`src/rtl/playbus_memory.sv`:
```
// PlayBus data-bus model: ROM/RAM/switch sources and RAM/LED sinks on a shared 4-bit bus.
// BUS is combinational; RAM, LED, WRCNT and CONTEND update at the qualifying CK2HZ edge.
module playbus_memory #(
  parameter logic [63:0] ROM_INIT  = 64'h0123_4567_89AB_CDEF,
  parameter logic [3:0]  FLOAT_VAL = 4'hF,
  parameter logic [3:0]  CONT_VAL  = 4'h0
) (
  input  logic       CK2HZ,
  input  logic       n_CLR,
  input  logic [3:0] ADD,
  input  logic [3:0] SW,
  input  logic       n_ROMO,
  input  logic       n_RAMO,
  input  logic       n_RAMW,
  input  logic       n_SWBEN,
  input  logic       LEDLTCH,
  output logic [3:0] BUS,
  output logic [3:0] LED,
  output logic       CONTEND,
  output logic [3:0] WRCNT
);

  logic [3:0] ram [16];
  logic [3:0] bus_val;
  logic [3:0] rom_word;
  logic [1:0] nsrc;
  logic       conflict;
  logic       wr_q;
  logic       lt_q;
  logic       wr_edge;
  logic       lt_edge;

  assign rom_word = ROM_INIT[{ADD, 2'b00} +: 4];
  assign nsrc     = 2'(!n_ROMO) + 2'(!n_RAMO) + 2'(!n_SWBEN);
  // Reading and writing RAM in the same cycle is treated as a fight on the bus.
  assign conflict = (nsrc > 2'd1) || (!n_RAMO && !n_RAMW);

  always_comb begin
    bus_val = FLOAT_VAL;
    if (conflict)      bus_val = CONT_VAL;
    else if (!n_ROMO)  bus_val = rom_word;
    else if (!n_RAMO)  bus_val = ram[ADD];
    else if (!n_SWBEN) bus_val = SW;
  end

  assign BUS     = bus_val;
  assign wr_edge = !n_RAMW && wr_q && !conflict;
  assign lt_edge = LEDLTCH && !lt_q && !conflict;

  always_ff @(posedge CK2HZ) begin
    if (!n_CLR) begin
      wr_q    <= 1'b1;
      lt_q    <= 1'b0;
      LED     <= 4'h0;
      CONTEND <= 1'b0;
      WRCNT   <= 4'h0;
      for (int i = 0; i < 16; i++) ram[i] <= 4'h0;
    end else begin
      wr_q <= n_RAMW;
      lt_q <= LEDLTCH;
      if (conflict) CONTEND <= 1'b1;
      if (wr_edge) begin
        ram[ADD] <= bus_val;
        WRCNT    <= WRCNT + 4'd1;
      end
      // Same pre-edge bus value feeds both sinks, so LED sees the data being written.
      if (lt_edge) LED <= bus_val;
    end
  end

endmodule

```
`config.mk`:
```
export PLATFORM = sky130hd
export DESIGN_NAME = playbus_memory
export DESIGN_NICKNAME = d
export VERILOG_FILES = /design/src/rtl/playbus_memory.sv
export SDC_FILE = /design/constraint.sdc
export NUM_CORES = 1
export LEC_CHECK = 0
export ABC_AREA = 0
export ABC_CLOCK_PERIOD_IN_PS = 5100
export BUFFER_PORTS_ARGS = -buffer_cell sky130_fd_sc_hd__buf_2
export CAP_MARGIN = 40
export CORE_UTILIZATION = 50
export DETAILED_ROUTE_END_ITERATION = 7
export PLACE_DENSITY = 0.78
export SYNTH_ARGS = -nofsm -noshare
export SYNTH_HDL_FRONTEND = slang
export SYNTH_SLANG_ARGS = --single-unit
export TNS_END_PERCENT = 50
```
`constraint.sdc`:
```
create_clock -name CK2HZ -period 5.1 [get_ports CK2HZ]
set_clock_uncertainty 0.15 [all_clocks]
set_input_delay 0.255 -clock CK2HZ [delete_from_list [all_inputs] [get_ports CK2HZ]]
set_output_delay 0.255 -clock CK2HZ [all_outputs]
set_load 0.01 [all_outputs]
```
==> out/qor.csv, run 1 <==
stage,metric,value,unit
status,status,finished clean,
route,routed len/inst,18.4,um
route,DRT Pass-1 Iters,5,
route,DRT iter0 DRCs,197,
critical_path,Worst Path Required,4700,ps
route,WL final,7800,um
power,Psw,0.000332,W
layout,# nets final,339,
timing,final slew viol count,0,
yosys,Synth Net Count,314,
critical_path,Critical Path Fanout Max,29,
yosys,largest family of logic cells by synthesized area,simple AND/OR/NAND/NOR gates,
yosys,"EDFF count, synth",64,
clock_tree,H-tree levels,3,
critical_path,CP peak stage delay,610,ps
timing,final setup TNS,0,ps
critical_path,Worst R2R Start,ram[11][0],
timing,Final Hold Vio Count,0,
global_route,largest net degree at the start of global routing,30,
layout,fraction of layout instances using a drive strength above 1,0.229,
die,Initial Utilization,0.526,
clock_tree,later-pin clock latency in the skew report,350,ps
placed_design,Final Wtd Congestion,0.827,
timing,worst-margin pin slew,914,ps
route,Vias/cell,5.76,
power,leakage,1.55,nW
global_route,first-pass GRT wire length,12600,um
power,sequential share of power,0.517,
yosys,Post-synth ARST share,0,
power,Comb pwr share,0.099,
flow_run,max cap viols,0,
timing,period utilization,0.591,
clock_tree,CTS Sinks,75,
critical_path,Critical Path AT,2610,ps
timing,Final min period,3010,ps
yosys,syn_area_per_cell,12.2,um^2
placed_design,port bufs,27,
layout,number of diodes,0,
hold_path,HP Start,n_RAMW,
clock_tree,CTS buffer count,9,
die,Die W,87.0,um
clock_tree,CTS Buffer Depth,2,
timing,RSZ-0062 raised after global routing,no,
yosys,"Seq/Total Area, Yosys",0.593,
yosys,Synth area leaders,"edfxtp_1 (53%), nor2_1 (6.9%), dfxtp_1 (6.1%)",
yosys,Synth Register Bits,75,
placed_design,DP HPWL,5400,um
route,DRC violations left,0,
yosys,post-synth top area cell,edfxtp_1,
route,DRT antenna net count,0,
power,power density cells,335,nW/um^2
yosys,Post-Synth Adder-Cell Area,0.00693,
yosys,compound-gate portion of the synthesized area,0.0873,
yosys,Synth Area in XOR/XNOR,0.00727,
critical_path,"CP delay by family, top",compound AO/OA/AOI/OAI gates,
route,vias,2436,
timing,normalized max-slew margin,0.389,
clock_tree,post-CTS setup buffers,0,
critical_path,Crit-path slowest cell,buf_2,
critical_path,WP buf/inv,2,
power,P_int,0.00101,W
timing,Setup-failing EPs final,0,
power,IR Drop Worst-Case VDD,221,uV
layout,area grow syn2layout,10.8,%
placed_design,Setup WS pre-CTS,2110,ps
yosys,distinct cell type count after synthesis,42,
global_route,initial antenna violation count,0,
yosys,Yosys warnings,0,
global_route,grt total ovfl,0,
die,die area,7570,um^2
critical_path,WS Path Type,primary input to primary output,
die,die span in y,87.0,um
yosys,commonest cells in the synthesized netlist,"nor2_1 (66), edfxtp_1 (64), nand2_1 (35)",
yosys,post-synth top area share,0.532,
global_route,GRT Util Overall,0.229,
global_route,vias in the first global route,2381,
yosys,Cells after Synth,297,
hold_path,Hold Path Class,primary input to flop,
die,I/O pins,28,
yosys,simple-gate share of the synthesized area,0.164,
die,row count,30,
yosys,mux share of post-synthesis cell area,0.111,
critical_path,Worst setup EP type,primary output,
timing,slack of the critical path,2090,ps
power,switching fraction of total power,0.247,
power,Clk network pwr share,0.383,
critical_path,crit path cell chain,"buf_2, mux2_2, a222oi_1, o211ai_2, a21oi_4, nor2_1, buf_2",
die,Core ar.,6870,um^2
timing,Fmax,0.332,GHz
clock_tree,"Reg clk slew, reported paths",80,ps
critical_path,startpoint type of the worst setup path,primary input,
yosys,most common cell in the synthesized netlist,nor2_1,
yosys,post-synthesis cell area,3610,um^2
clock_tree,CTS tree,yes,
yosys,"Primary FF master, synth",edfxtp_1,
critical_path,crit path from,ADD[1],
critical_path,cell mode on critical path,buf_2,
clock_tree,Root Buffer,clkbuf_8,
timing,Fin Hold WS,109,ps
==> power by group through the flow <==
stage                     logic [W]  clock network [W]  registers [W]
after floorplan           0.0000953                  0       0.000706
after global placement     0.000129                  0       0.000707
after detailed placement   0.000132                  0       0.000708
after CTS                  0.000133           0.000515       0.000694
after global routing       0.000143           0.000541       0.000696
final                      0.000133           0.000514       0.000694
==> kinds of logic (layout without fill, tap and decap cells) <==
group,after synthesis,after routing
mux,30,30
compound gates,41,41
xor+xnor,3,3
simple gates,129,129
flops,75,75
fa+ha+maj,2,2
buf+inv,17,47
==> routing by layer <==
metal / GRT usage / up-vias / wire, um
li1: - / 1129 / -
met1: 0.316 / 1190 / 3400
met2: 0.366 / 110 / 3660
met3: 0.0635 / 7 / 675
met4: 0.0409 / 0 / 61
met5: 0 / - / 0
==> timing repair <==
item	4_1_cts	5_1_grt
gates resized for setup	0	0
hold buffers	1	0
endpoints found under the hold margin	1	0
==> state kept, by name (all words and copies together) (netlist names) <==
register and flops:
CONTEND 1, LED 4, WRCNT 4, lt_q 1, ram 64, wr_q 1
==> layout by cell type (no fill, tap or decap), drive strengths merged, types with 2 or more instances in the layout <==
| cell type | Yosys | layout |
|---|---|---|
| a31oi | 3 | 3 |
| mux4 | 6 | 6 |
| bufinv | 0 | 2 |
| nand3 | 2 | 2 |
| buf | 10 | 27 |
| and3b | 3 | 3 |
| xnor2 | 2 | 2 |
| mux2 | 12 | 12 |
| ha | 2 | 2 |
| and2 | 5 | 5 |
| mux2i | 12 | 12 |
| dfxtp | 11 | 11 |
| a22oi | 2 | 2 |
| o211ai | 3 | 3 |
| nor2 | 66 | 66 |
| nor3b | 3 | 3 |
| nor2b | 4 | 4 |
| clkinvlp | 0 | 3 |
| nand2 | 38 | 38 |
| a221oi | 2 | 2 |
| a21oi | 17 | 17 |
| a222oi | 3 | 3 |
| clkbuf | 4 | 9 |
| inv | 3 | 5 |
| o21a | 4 | 4 |
| o21ai | 5 | 5 |
| edfxtp | 64 | 64 |
==> path summary, 6_finish.rpt <==
check / slack (ps) / depth (start not counted) / to
worst min-delay path: 110 / 2 / wr_q
worst min register to register: 320 / 1 / CONTEND
worst max register to register: 2800 / 5 / ram[10][0]
worst max-delay path: 2090 / 7 / BUS[0]
==> layout make-up <==
type                       count  area (um^2)
tap                           96          120
clock buffer                   9          124
inverter                       3         11.3
fill                         573         2870
sequential                    75         2140
multi-input combinational    205         1360
timing repair buffer          28          145
clock inverter                 7          100
==> per-stage QoR <==
step,power (W),instance area [um^2],cells,util
after CTS,0.00134,4000,423,0.583
after floorplan,0.000801,3610,297,-
after global placement,0.000837,3770,406,0.549
final,0.00134,4000,423,0.583
after detailed placement,0.000840,3770,406,0.549
after global routing,0.00138,4000,423,0.583
No activity file was read; power rests on OpenSTA's default activity.
==> run 2, diff against run 1 <==
--- a/config.mk
+++ b/config.mk
@@ -6,12 +6,12 @@
 export NUM_CORES = 1
 export LEC_CHECK = 0
 export ABC_AREA = 0
-export ABC_CLOCK_PERIOD_IN_PS = 5100
+export ABC_CLOCK_PERIOD_IN_PS = 2700
 export BUFFER_PORTS_ARGS = -buffer_cell sky130_fd_sc_hd__buf_2
 export CAP_MARGIN = 40
 export CORE_UTILIZATION = 50
 export DETAILED_ROUTE_END_ITERATION = 7
-export PLACE_DENSITY = 0.78
+export PLACE_DENSITY = 0.81
 export SYNTH_ARGS = -nofsm -noshare
 export SYNTH_HDL_FRONTEND = slang
 export SYNTH_SLANG_ARGS = --single-unit
==> constraint.sdc (replaced) <==
create_clock -name CK2HZ -period 2.7 [get_ports CK2HZ]
set_clock_uncertainty 0.15 [all_clocks]
set_input_delay 0.135 -clock CK2HZ [delete_from_list [all_inputs] [get_ports CK2HZ]]
set_output_delay 0.135 -clock CK2HZ [all_outputs]
set_load 0.01 [all_outputs]
==> run 2 against run 1 <==
Cell count is 1.7% higher. Clock power grew 39%. Critical path depth decreased by 1. Core utilization hardly changed. Worst hold slack improved by 5.5 ps. Sequential power increased by 89%. Power grew 71%. Register-to-register slack worse by 2300 ps. Largest power group unchanged.
==> out/qor.csv, run 2 (synthesis results as in run 1) <==
stage,metric,value,unit,change
die,die area,7570,um^2,unchanged
global_route,GRT Util Overall,0.229,,+0.000731
layout,# nets final,347,,+2.4%
placed_design,Placed Cells,412,,+1.5%
global_route,GRT Max-Usage Layer,met2,,
global_route,initial antenna violation count,0,,unchanged
clock_tree,later-pin clock latency in the skew report,350,ps,about the same
global_route,largest net degree at the start of global routing,27,,-10%
layout,Top Registers,"ram x64, LED x4, WRCNT x4",,
clock_tree,H-tree levels,3,,unchanged
hold_path,Hold Path Class,primary input to flop,,
global_route,met2 usage,0.361,,-0.00501
layout,number of diodes,0,,unchanged
timing,Fmax,0.388,GHz,
timing,Final min period,2580,ps,
layout,Largest Register,ram,,
timing,Final Hold Vio Count,0,,unchanged
clock_tree,post-CTS setup buffers,0,,unchanged
clock_tree,CTS Sinks,75,,unchanged
placed_design,Final Wtd Congestion,0.842,,+1.7%
clock_tree,Root Buffer,clkbuf_8,,
layout,area grow syn2layout,10.8,%,about the same
power,power density cells,572,nW/um^2,+71%
layout,fraction of layout instances using a drive strength above 1,0.237,,+0.00717
placed_design,port bufs,27,,unchanged
global_route,vias in the first global route,2363,,-0.76%
critical_path,WS Path Type,flop to primary output,,
power,Total Power,0.00229,W,+71%
status,status,finished clean,,
die,Initial Utilization,0.526,,unchanged
die,Die W,87.0,um,unchanged
layout,most frequent cells in the layout,"nor2_1 (66), edfxtp_1 (64), nand2_1 (35)",,
global_route,met1 Use GR,0.321,,+0.00526
critical_path,Critical Path AT,2290,ps,-320 ps
critical_path,Worst setup EP type,primary output,,
route,DRT antenna net count,0,,unchanged
route,DRT Pass-1 Iters,6,,+1
power,leakage,1.56,nW,+0.78%
die,row count,30,,unchanged
layout,max reg flops,64,,unchanged
clock_tree,CTS Buffer Depth,2,,unchanged
placed_design,DP HPWL,5340,um,-1.1%
layout,Post-Layout Cell Count,430,,+1.7%
placed_design,Placed Area,3810,um^2,+1.2%
die,Core ar.,6870,um^2,unchanged
global_route,grt total ovfl,0,,unchanged
global_route,first-pass GRT wire length,12500,um,-0.55%
critical_path,Critical Path Fanout Max,9,,-69%
timing,final slew viol count,0,,unchanged
route,vias,2481,,+1.8%
critical_path,Worst Path Required,2410,ps,-2290 ps
timing,normalized max-slew margin,0.559,,+0.170
flow_run,max cap viols,0,,unchanged
timing,RSZ-0062 raised after global routing,no,,
route,WL final,7880,um,+1.0%
critical_path,startpoint type of the worst setup path,flop,,
die,die span in y,87.0,um,unchanged
route,DRT iter0 DRCs,213,,+8.1%
layout,"most common cell after layout, fill and taps aside",nor2_1,,
timing,final setup TNS,0,ps,unchanged
route,DRC violations left,0,,unchanged
die,I/O pins,28,,unchanged
power,IR Drop Worst-Case VDD,374,uV,+69%
clock_tree,CTS buffer count,9,,unchanged
route,Vias/cell,5.77,,+0.19%
clock_tree,"Reg clk slew, reported paths",80,ps,about the same
timing,period utilization,0.954,,
layout,cell area after layout,4000,um^2,about the same
timing,worst-margin pin slew,657,ps,-257 ps
route,routed len/inst,18.3,um,-0.64%
timing,Setup-failing EPs final,0,,unchanged
global_route,met3 usage,0.0483,,-0.0152
clock_tree,CTS tree,yes,,
==> run 2: cell types whose count changed in the layout (fill, tap and decap cells not counted), sizes merged <==
cell and delta:
clkinvlp -1, inv -2, dlygate4sd3 +2, clkinv +4, buf +6, bufinv -2
==> run 2: what timing repair did <==
| item | 4_1_cts | 5_1_grt |
|---|---|---|
| hold buffers | 3 | 0 |
| gates resized for setup | 0 | 0 |
| endpoints found under the setup margin | 0 | 1 |
| endpoints found under the hold margin | 2 | 0 |
==> run 2: worst paths after layout <==
| kind | start | to | slack (ps) | cells past startpoint |
|---|---|---|---|---|
| setup reg to reg | ram[9][1] | ram[9][1] | 460 | 5 |
| hold / removal | n_ROMO | LED[1] | 110 | 4 |
| setup / recovery | ram[9][1] | BUS[1] | 120 | 6 |
| hold reg to reg | CONTEND | CONTEND | 330 | 1 |
==> run 2: routing by layer <==
layer | part of all wire | routed length (um)
met2 | 0.47 | 3720
met3 | 0.080 | 632
met4 | 0.013 | 104
met1 | 0.43 | 3410
met5 | 0 | 0
==> run 2: critical path, stage by stage (launching register included) <==
cell,delay [ps]
edfxtp_1,390
mux2_4,280
a222oi_1,450
o211ai_2,230
a21oi_4,370
nor2_1,70
buf_2,160
==> run 2: metrics by stage <==
stage                     utilization  hold slack [ps]  worst slack (ps)
after floorplan                     -              112               625
after global placement          0.555              213               161
after detailed placement        0.555              235               109
after CTS                       0.583              108              96.1
after global routing            0.583              153              11.3
final                           0.583              114               123
==> run 2: where the power goes <==
group | switching (W) | internal, W | total (W)
Clock | 0.000397 | 0.000319 | 0.000716
Sequential | 0.0000166 | 0.00130 | 0.00131
Combinational | 0.000168 | 0.0000943 | 0.000262
Total | 0.000581 | 0.00171 | 0.00229
==> run 2: layout make-up <==
type / count / area (um^2)
inverters: 3 / 11.3
fillers: 551 / 2870
well taps: 96 / 120
multi-input cells: 205 / 1360
flip-flops and latches: 75 / 2140
clock buffers: 9 / 124
clock inverters: 6 / 33.8
repair buffers: 36 / 210
